==> config.mk <==
export PLATFORM = sky130hd
export DESIGN_NAME = wb_drain_ctrl
export DESIGN_NICKNAME = d
export VERILOG_FILES = /design/src/rtl/wb_drain_ctrl.sv
export SDC_FILE = /design/constraint.sdc
export NUM_CORES = 1
export LEC_CHECK = 0
export CAP_MARGIN = 40
export CORE_ASPECT_RATIO = 0.6
export CORE_UTILIZATION = 50
export DETAILED_ROUTE_END_ITERATION = 8
export PLACE_DENSITY = 0.86
export SYNTH_ARGS = -nofsm -noshare
export SYNTH_HDL_FRONTEND = slang
export SYNTH_SLANG_ARGS = --single-unit
==> constraint.sdc <==
create_clock -name clk -period 5 [get_ports clk]
set_input_delay 1 -clock clk [delete_from_list [all_inputs] [get_ports clk]]
set_output_delay 1 -clock clk [all_outputs]
set_load 0.02 [all_outputs]
==> src/rtl/wb_drain_ctrl.sv <==
// Write-back buffer drain controller.
// Takes the head entry of the write-back buffer and issues word-aligned,
// byte-masked write beats. Cachable entries go to the data-cache port and
// non-cachable entries go to the memory port. An access that straddles a word
// boundary becomes two beats. The entry is popped on the final beat's ack.
module wb_drain_ctrl #(
  parameter int ADDR_W = 15,
  parameter int DATA_W = 32
) (
  input  logic                clk,
  input  logic                rst,
  input  logic                i_en_vld,
  input  logic [ADDR_W-1:0]   i_en_addr,
  input  logic [DATA_W-1:0]   i_en_data,
  input  logic [2:0]          i_en_size,
  input  logic                i_cachable,
  output logic                o_read,
  output logic                o_dc_req,
  output logic [ADDR_W-1:0]   o_dc_addr,
  output logic [DATA_W-1:0]   o_dc_wdata,
  output logic [DATA_W/8-1:0] o_dc_bmask,
  input  logic                i_dc_ack,
  output logic                o_mem_req,
  output logic [ADDR_W-1:0]   o_mem_addr,
  output logic [DATA_W-1:0]   o_mem_wdata,
  output logic [DATA_W/8-1:0] o_mem_bmask,
  input  logic                i_mem_ack,
  output logic                o_busy,
  output logic                o_err
);

  localparam int BM_W = DATA_W / 8;

  localparam logic [1:0] S_IDLE  = 2'd0;
  localparam logic [1:0] S_BEAT1 = 2'd1;
  localparam logic [1:0] S_BEAT2 = 2'd2;
  localparam logic [1:0] S_DROP  = 2'd3;

  logic [1:0]        state_q,  state_d;
  logic [ADDR_W-1:0] addr_q,   addr_d;
  logic [DATA_W-1:0] data_q,   data_d;
  logic [2:0]        size_q,   size_d;
  logic              cach_q,   cach_d;
  logic [ADDR_W-1:0] oaddr_q,  oaddr_d;
  logic [DATA_W-1:0] owdata_q, owdata_d;
  logic [BM_W-1:0]   obmask_q, obmask_d;

  // Byte-lane mask spanning both beats: size ones shifted up by the offset.
  function automatic logic [7:0] mask8(input logic [2:0] size, input logic [1:0] off);
    logic [7:0] m;
    m = (8'd1 << size) - 8'd1;
    return m << off;
  endfunction

  // True when the access runs past the end of its word.
  function automatic logic split_needed(input logic [2:0] size, input logic [1:0] off);
    return ({2'b00, off} + {1'b0, size}) > 4'd4;
  endfunction

  // In IDLE the beat values are derived from the live entry (for the capture
  // edge); in any other state they come from the captured copy.
  logic              in_idle;
  logic [ADDR_W-1:0] sel_addr;
  logic [DATA_W-1:0] sel_data;
  logic [2:0]        sel_size;
  logic [1:0]        sel_off;
  logic [7:0]        m8;
  logic [4:0]        shamt_lo;
  logic [5:0]        shamt_hi;
  logic [DATA_W-1:0] wd_lo;
  logic [DATA_W-1:0] wd_hi;
  logic              split;
  logic              legal;
  logic              ack;
  logic              req_active;

  // Beat formation and handshake decode.
  always_comb begin
    in_idle    = (state_q == S_IDLE);
    sel_addr   = in_idle ? i_en_addr : addr_q;
    sel_data   = in_idle ? i_en_data : data_q;
    sel_size   = in_idle ? i_en_size : size_q;
    sel_off    = sel_addr[1:0];
    m8         = mask8(sel_size, sel_off);
    shamt_lo   = {sel_off, 3'b000};
    shamt_hi   = 6'd32 - {1'b0, shamt_lo};
    wd_lo      = sel_data << shamt_lo;
    wd_hi      = sel_data >> shamt_hi;
    split      = split_needed(sel_size, sel_off);
    legal      = (sel_size != 3'd0) && (sel_size <= 3'd4);
    ack        = cach_q ? i_dc_ack : i_mem_ack;
    req_active = (state_q == S_BEAT1) || (state_q == S_BEAT2);
  end

  // Next-state, capture and pop logic.
  always_comb begin
    state_d  = state_q;
    addr_d   = addr_q;
    data_d   = data_q;
    size_d   = size_q;
    cach_d   = cach_q;
    oaddr_d  = oaddr_q;
    owdata_d = owdata_q;
    obmask_d = obmask_q;
    o_read   = 1'b0;
    case (state_q)
      S_IDLE: begin
        if (i_en_vld) begin
          if (legal) begin
            addr_d   = i_en_addr;
            data_d   = i_en_data;
            size_d   = i_en_size;
            cach_d   = i_cachable;
            oaddr_d  = {sel_addr[ADDR_W-1:2], 2'b00};
            owdata_d = wd_lo;
            obmask_d = m8[3:0];
            state_d  = S_BEAT1;
          end else begin
            state_d  = S_DROP;
          end
        end
      end
      S_BEAT1: begin
        if (ack) begin
          if (split) begin
            oaddr_d  = oaddr_q + ADDR_W'(4);
            owdata_d = wd_hi;
            obmask_d = m8[7:4];
            state_d  = S_BEAT2;
          end else begin
            o_read   = 1'b1;
            state_d  = S_IDLE;
          end
        end
      end
      S_BEAT2: begin
        if (ack) begin
          o_read  = 1'b1;
          state_d = S_IDLE;
        end
      end
      default: begin
        o_read  = 1'b1;
        state_d = S_IDLE;
      end
    endcase
  end

  // State and captured-entry registers.
  always_ff @(posedge clk) begin
    if (rst) begin
      state_q  <= S_IDLE;
      addr_q   <= '0;
      data_q   <= '0;
      size_q   <= '0;
      cach_q   <= 1'b0;
      oaddr_q  <= '0;
      owdata_q <= '0;
      obmask_q <= '0;
    end else begin
      state_q  <= state_d;
      addr_q   <= addr_d;
      data_q   <= data_d;
      size_q   <= size_d;
      cach_q   <= cach_d;
      oaddr_q  <= oaddr_d;
      owdata_q <= owdata_d;
      obmask_q <= obmask_d;
    end
  end

  // Both ports share the beat registers; only the selected port's req rises.
  always_comb begin
    o_dc_req    = req_active & cach_q;
    o_mem_req   = req_active & ~cach_q;
    o_dc_addr   = oaddr_q;
    o_dc_wdata  = owdata_q;
    o_dc_bmask  = obmask_q;
    o_mem_addr  = oaddr_q;
    o_mem_wdata = owdata_q;
    o_mem_bmask = obmask_q;
    o_busy      = (state_q != S_IDLE);
    o_err       = (state_q == S_DROP);
  end

endmodule
* Word level (Yosys, flattened, before mapping)
Cells that the tools add are included.
Storage, ports and cells: register bits after elaboration 104, word-level logic and storage cells 67
Operators by class: $add $sub $neg 4, magnitude comparators 2, eq/ne operators 8, shift-type cells 4, muxes and demuxes 29, bitwise gates (word level) 3, reduce and logical (&&, ||, !) cells 9
Operator list (count):
- 2-to-1 mux 32 bit | 5
- 2-to-1 mux 15 bit | 5
- one-hot mux 32 bit (2 select lines) | 1
- << shifter 32 x 5 -> 32 bit | 1
- right shift 32 x 6 -> 32 bit | 1
- one-hot mux 15 bit (2 select lines) | 1
- 2-to-1 mux 4 bit | 4
- adder 15 x 3 -> 15 bit, second input constant | 1
- 2-to-1 mux 2 bit | 5
- inequality test 2 bit, second input constant | 4
- one-hot mux 4 bit (2 select lines) | 1
- << shifter 1 x 3 -> 8 bit, first input constant | 1
- << shifter 8 x 2 -> 8 bit | 1
- subtractor 8 x 1 -> 8 bit, second input constant | 1
- one-hot mux 2 bit (3 select lines) | 1
- AND reduction 3 bit | 2
- subtractor 6 x 5 -> 6 bit, first input constant | 1
- AND reduction 5 bit | 1
- adder 2 x 3 -> 4 bit | 1
- == test 2 bit, second input constant | 2
- greater-than comparator 4 x 3 -> 1 bit, second input constant | 1
- 2-to-1 mux 1 bit | 4
- nonzero test 2 bit | 2
- <= comparator 3 bit, second input constant | 1
- other kinds (10) | 11

* Longest topological paths before layout
depth after elaboration 8, depth in mapped cells 15, mapped depth without buffers 10

* Least setup slack after synthesis
No wires, ideal clock.
path kind input -> output, start point in i_en_addr[0], end point out o_read, data arrival time 3.414 ns, data required time 4.000 ns, slack 0.586 ns, stages 11, buffers on the path 4, cell sequence mux2_4 buf_4 buf_6 buf_2 ha_1 fa_1 nor2_1 o221a_1 buf_2 nor2_1 o21bai_1
Between the ends: longest elaborated chain between the ends 6
RTL lines:
- start: declaration | RTL line 13 | input logic [ADDR_W-1:0] i_en_addr,
- 2-to-1 mux 15 bit | RTL line 80 | sel_addr = in_idle ? i_en_addr : addr_q;
- adder 2 x 3 -> 4 bit | RTL line 57 | return ({2'b00, off} + {1'b0, size}) > 4'd4;
- greater-than comparator 4 x 3 -> 1 bit | RTL line 57
- 2-to-1 mux 1 bit | RTL line 125 | if (split) begin
- 2-to-1 mux 1 bit | RTL line 124 | if (ack) begin
- one-hot mux 1 bit (3 select lines) | RTL line 106 | case (state_q)
- end: declaration | RTL line 17 | output logic o_read,
No other way between the ends.

* Worst setup path in the final report
start point in i_en_size[0], end point out o_read
Between the ends: longest elaborated chain between the ends 6
RTL lines:
- start: declaration | RTL line 15 | input logic [2:0] i_en_size,
- 2-to-1 mux 3 bit | RTL line 82 | sel_size = in_idle ? i_en_size : size_q;
- adder 2 x 3 -> 4 bit | RTL line 57
- greater-than comparator 4 x 3 -> 1 bit | RTL line 57
- 2-to-1 mux 1 bit | RTL line 125
- 2-to-1 mux 1 bit | RTL line 124
- one-hot mux 1 bit (3 select lines) | RTL line 106
No other way between the ends.

==> flow_metrics.py <==
metrics = {
    "global_route": {
        "grt_max_degree": 65,
        "grt_antenna_before_repair": 0,
        "grt_pass1_vias": 5515,
        "grt_pass1_wl_um": 31200,
        "grt_overflow_total": 0,
        "grt_usage": 0.297,
    },
    "clocking": {
        "path_clk_slew_ns": 0.07,
        "cts_buffers": 9,
        "h-tree-depth": 3,
        "ctsLongestPathBuffers": 2,
        "ctsRootBufferMaster": "clkbuf_16",
        "cts_resized": 0,
        "worstSkewPairLatency_ns": 0.35,
        "postCtsSetupRepairBufs": 0,
        "postCtsHoldBufs": 0,
        "cts_tree": "done",
        "clock-sinks": 102,
    },
    "detailed_routing": {
        "wl_um": 20100,
        "detail-route-antenna-nets": 0,
        "drc": 0,
        "drtIter0Drc": 757,
        "first_pass_iters": 5,
        "wl_per_cell_um": 18.8,
        "vias_per_cell": 6.01,
        "vias": 6452,
    },
    "logic_synthesis": {
        "ys_seq_area_frac": 0.315,
        "synth_edf_count": 0,
        "synthDistinctLibCells": 59,
        "synth_warnings": 0,
        "synth.cell_area_mm2": 0.00648,
        "synth_flop_cell": "dfxtp_1",
        "synth_cells": 831,
        "synth-seq-cells": 102,
        "async_reset_ff_frac": 0,
        "syn_area_per_cell_um2": 7.80,
    },
    "placed_design": {
        "gp_congestion": 0.902,
        "place_area_mm2": 0.00775,
        "dp_hpwl_um": 14500,
        "io_buffers": 158,
    },
    "sta": {
        "worst_slew_margin_rel": 0.554,
        "worst_pin_slew_ns": 0.669,
        "fin_crit_sh": 0.957,
        "finalHoldViolations": 0,
        "slew_viol_final": 0,
        "skew_ns": 0.00611,
        "setup_violations": 0,
        "rsz0062_at_grt": "no",
        "period_needed_ns": 4.78,
        "fmax_ghz": 0.209,
        "fin_tns_setup_ns": 0,
    },
    "setup_path": {
        "worstSetupPathType": "input port to primary output",
        "critPathRequiredTime_ns": 4.00,
        "cp-start-kind": "input port",
        "cp_max_fo": 7,
        "endpoint_kind": "primary output",
        "regToRegSetupSlack_ns": 1.17,
        "cp.arrival_ns": 3.78,
    },
    "worst_hold_path": {
        "hp-class": "flop to flop",
    },
    "pwr": {
        "leakagePower_nw": 2.92,
        "irDropWorstVdd_mv": 0.351,
        "powerDensity_mw_per_mm2": 780,
    },
    "die": {
        "rows": 31,
        "start_util": 0.526,
        "die_x_um": 149,
        "die_h_um": 90.2,
        "core-area_mm2": 0.0123,
        "die-area_mm2": 0.0134,
        "top_level_ports": 163,
    },
    "layout": {
        "drive_above_1_share": 0.0991,
        "multi_input_area_mm2": 0.00369,
        "nets": 970,
        "design_area_mm2": 0.00806,
        "n_antenna_cell": 0,
        "fill_cells": 1054,
        "area_growth_pct": 24.3,
        "regArea_mm2": 0.00204,
    },
    "flow_run": {
        "cap_violations": 0,
    },
    "run_status": {
        "status": "completed",
    },
}
[cell usage in the layout, fill, tap and decap left out, drive strengths merged, types with 3 or more instances in the layout]
cell type | synthesis | final
clkdlybuf4s50 | 0 | 157
nand2 | 136 | 136
a21oi | 113 | 113
dfxtp | 102 | 102
mux2i | 44 | 44
nor2 | 40 | 40
o21ai | 39 | 39
mux2 | 35 | 35
a211oi | 32 | 32
nand3 | 30 | 30
buf | 83 | 23
inv | 15 | 19
nor3 | 14 | 14
a22oi | 10 | 10
ha | 10 | 10
clkbuf | 39 | 9
a31oi | 8 | 8
a311oi | 8 | 8
o31ai | 7 | 7
o2bb2ai | 5 | 5
o32ai | 5 | 5
o22ai | 5 | 5
nor4 | 5 | 5
or2 | 5 | 5
and3 | 4 | 4
o211ai | 4 | 4
conb | 1 | 4
o221ai | 4 | 4
o311ai | 4 | 4
nand4 | 3 | 3
[power by group]
part           total [mW]  switching, mW  leakage [nW]  internal (mW)
combinational        4.19           2.51          1.93           1.69
sequential           1.36          0.259         0.833           1.10
clock               0.730          0.334         0.151          0.396
total                6.28           3.10          2.92           3.19
[layout make-up]
cell class / count / share of cell area
timing repair buffer: 180 / 0.218
multi-input combinational: 595 / 0.458
clock inverter: 7 / 0.00978
inverter: 15 / 0.00761
clock buffer: 9 / 0.0279
tap: 165 / 0.0256
sequential: 102 / 0.253
[cells in the mapped netlist (all sizes together), types with 2 or more instances]
master	n	area [µm²]
o21ai	39	195
nor3	14	70.1
o221ai	4	52.6
a22oi	10	80.1
o31ai	7	52.6
a211oi	32	240
or2	5	31.3
and3	4	25.0
nand3	30	150
nand4	3	18.8
clkbuf	39	146
a311oi	8	70.1
a21oi	113	566
a22o	2	17.5
o32ai	5	43.8
nor4	5	31.3
o21a	2	15.0
dfxtp	102	2040
mux2i	44	453
buf	83	572
a31oi	8	50.1
nand2	136	510
ha	10	125
a21boi	2	15.0
o22ai	5	31.3
o311ai	4	35.0
mux2	35	398
o211ai	4	30.0
o2bb2ai	5	43.8
inv	15	61.3
nor2	40	150
[registers in the layout, summed over array words and instances (netlist names)]
signal,count
state_q,2
addr_q,15
cach_q,1
o_dc_bmask,4
size_q,3
o_dc_wdata,32
data_q,32
o_dc_addr,13
[path summary, 6_finish.rpt]
check	end	depth (start not counted)	startpoint
max	o_read	9	i_en_size[0]
min	addr_q[12]	2	addr_q[12]
max reg2reg	o_dc_wdata[30]	12	state_q[0]
min reg2reg	addr_q[12]	2	addr_q[12]
[per-layer routing]
metal | track usage | vias up | share of wire
met3 | 0.113 | 17 | 0.13
met4 | 0.0417 | 0 | 0.0067
li1 | - | 3069 | -
met2 | 0.388 | 393 | 0.39
met5 | 0 | - | 0
met1 | 0.455 | 2973 | 0.47
[stage by stage]
stage	total power, mW	util	hold slack [ns]	setup WS, ns	std cells
after floorplan	4.22	-	0.434	0.586	834
final	6.28	0.653	0.453	0.217	1073
after detailed placement	5.47	0.629	0.444	0.231	1057
after global routing	6.64	0.653	0.475	0.140	1073
after global placement	5.40	0.629	0.439	0.281	1057
after CTS	6.21	0.653	0.454	0.227	1073
[logic make-up (layout without fill, tap and decap cells)]
kind of cell / Yosys count / count (layout) / synth area share
simple gates: 242 / 242 / 0.158
compound gates: 257 / 257 / 0.247
buf+inv: 137 / 211 / 0.120
xor+xnor: 1 / 1 / 0.00425
other cells: 1 / 4 / 0.000578
fa+ha+maj: 12 / 12 / 0.0239
mux: 79 / 79 / 0.131
flops: 102 / 102 / 0.315
[worst max-delay path, stage by stage]
cell and delay, ns:
clkdlybuf4s50_1 0.44, mux2_2 0.34, ha_1 0.23, fa_1 0.46
xnor2_4 0.24, o221a_1 0.25, nor2_1 0.05, o21bai_1 0.14
clkdlybuf4s50_1 0.62
Power figures use the tool's default switching activity.
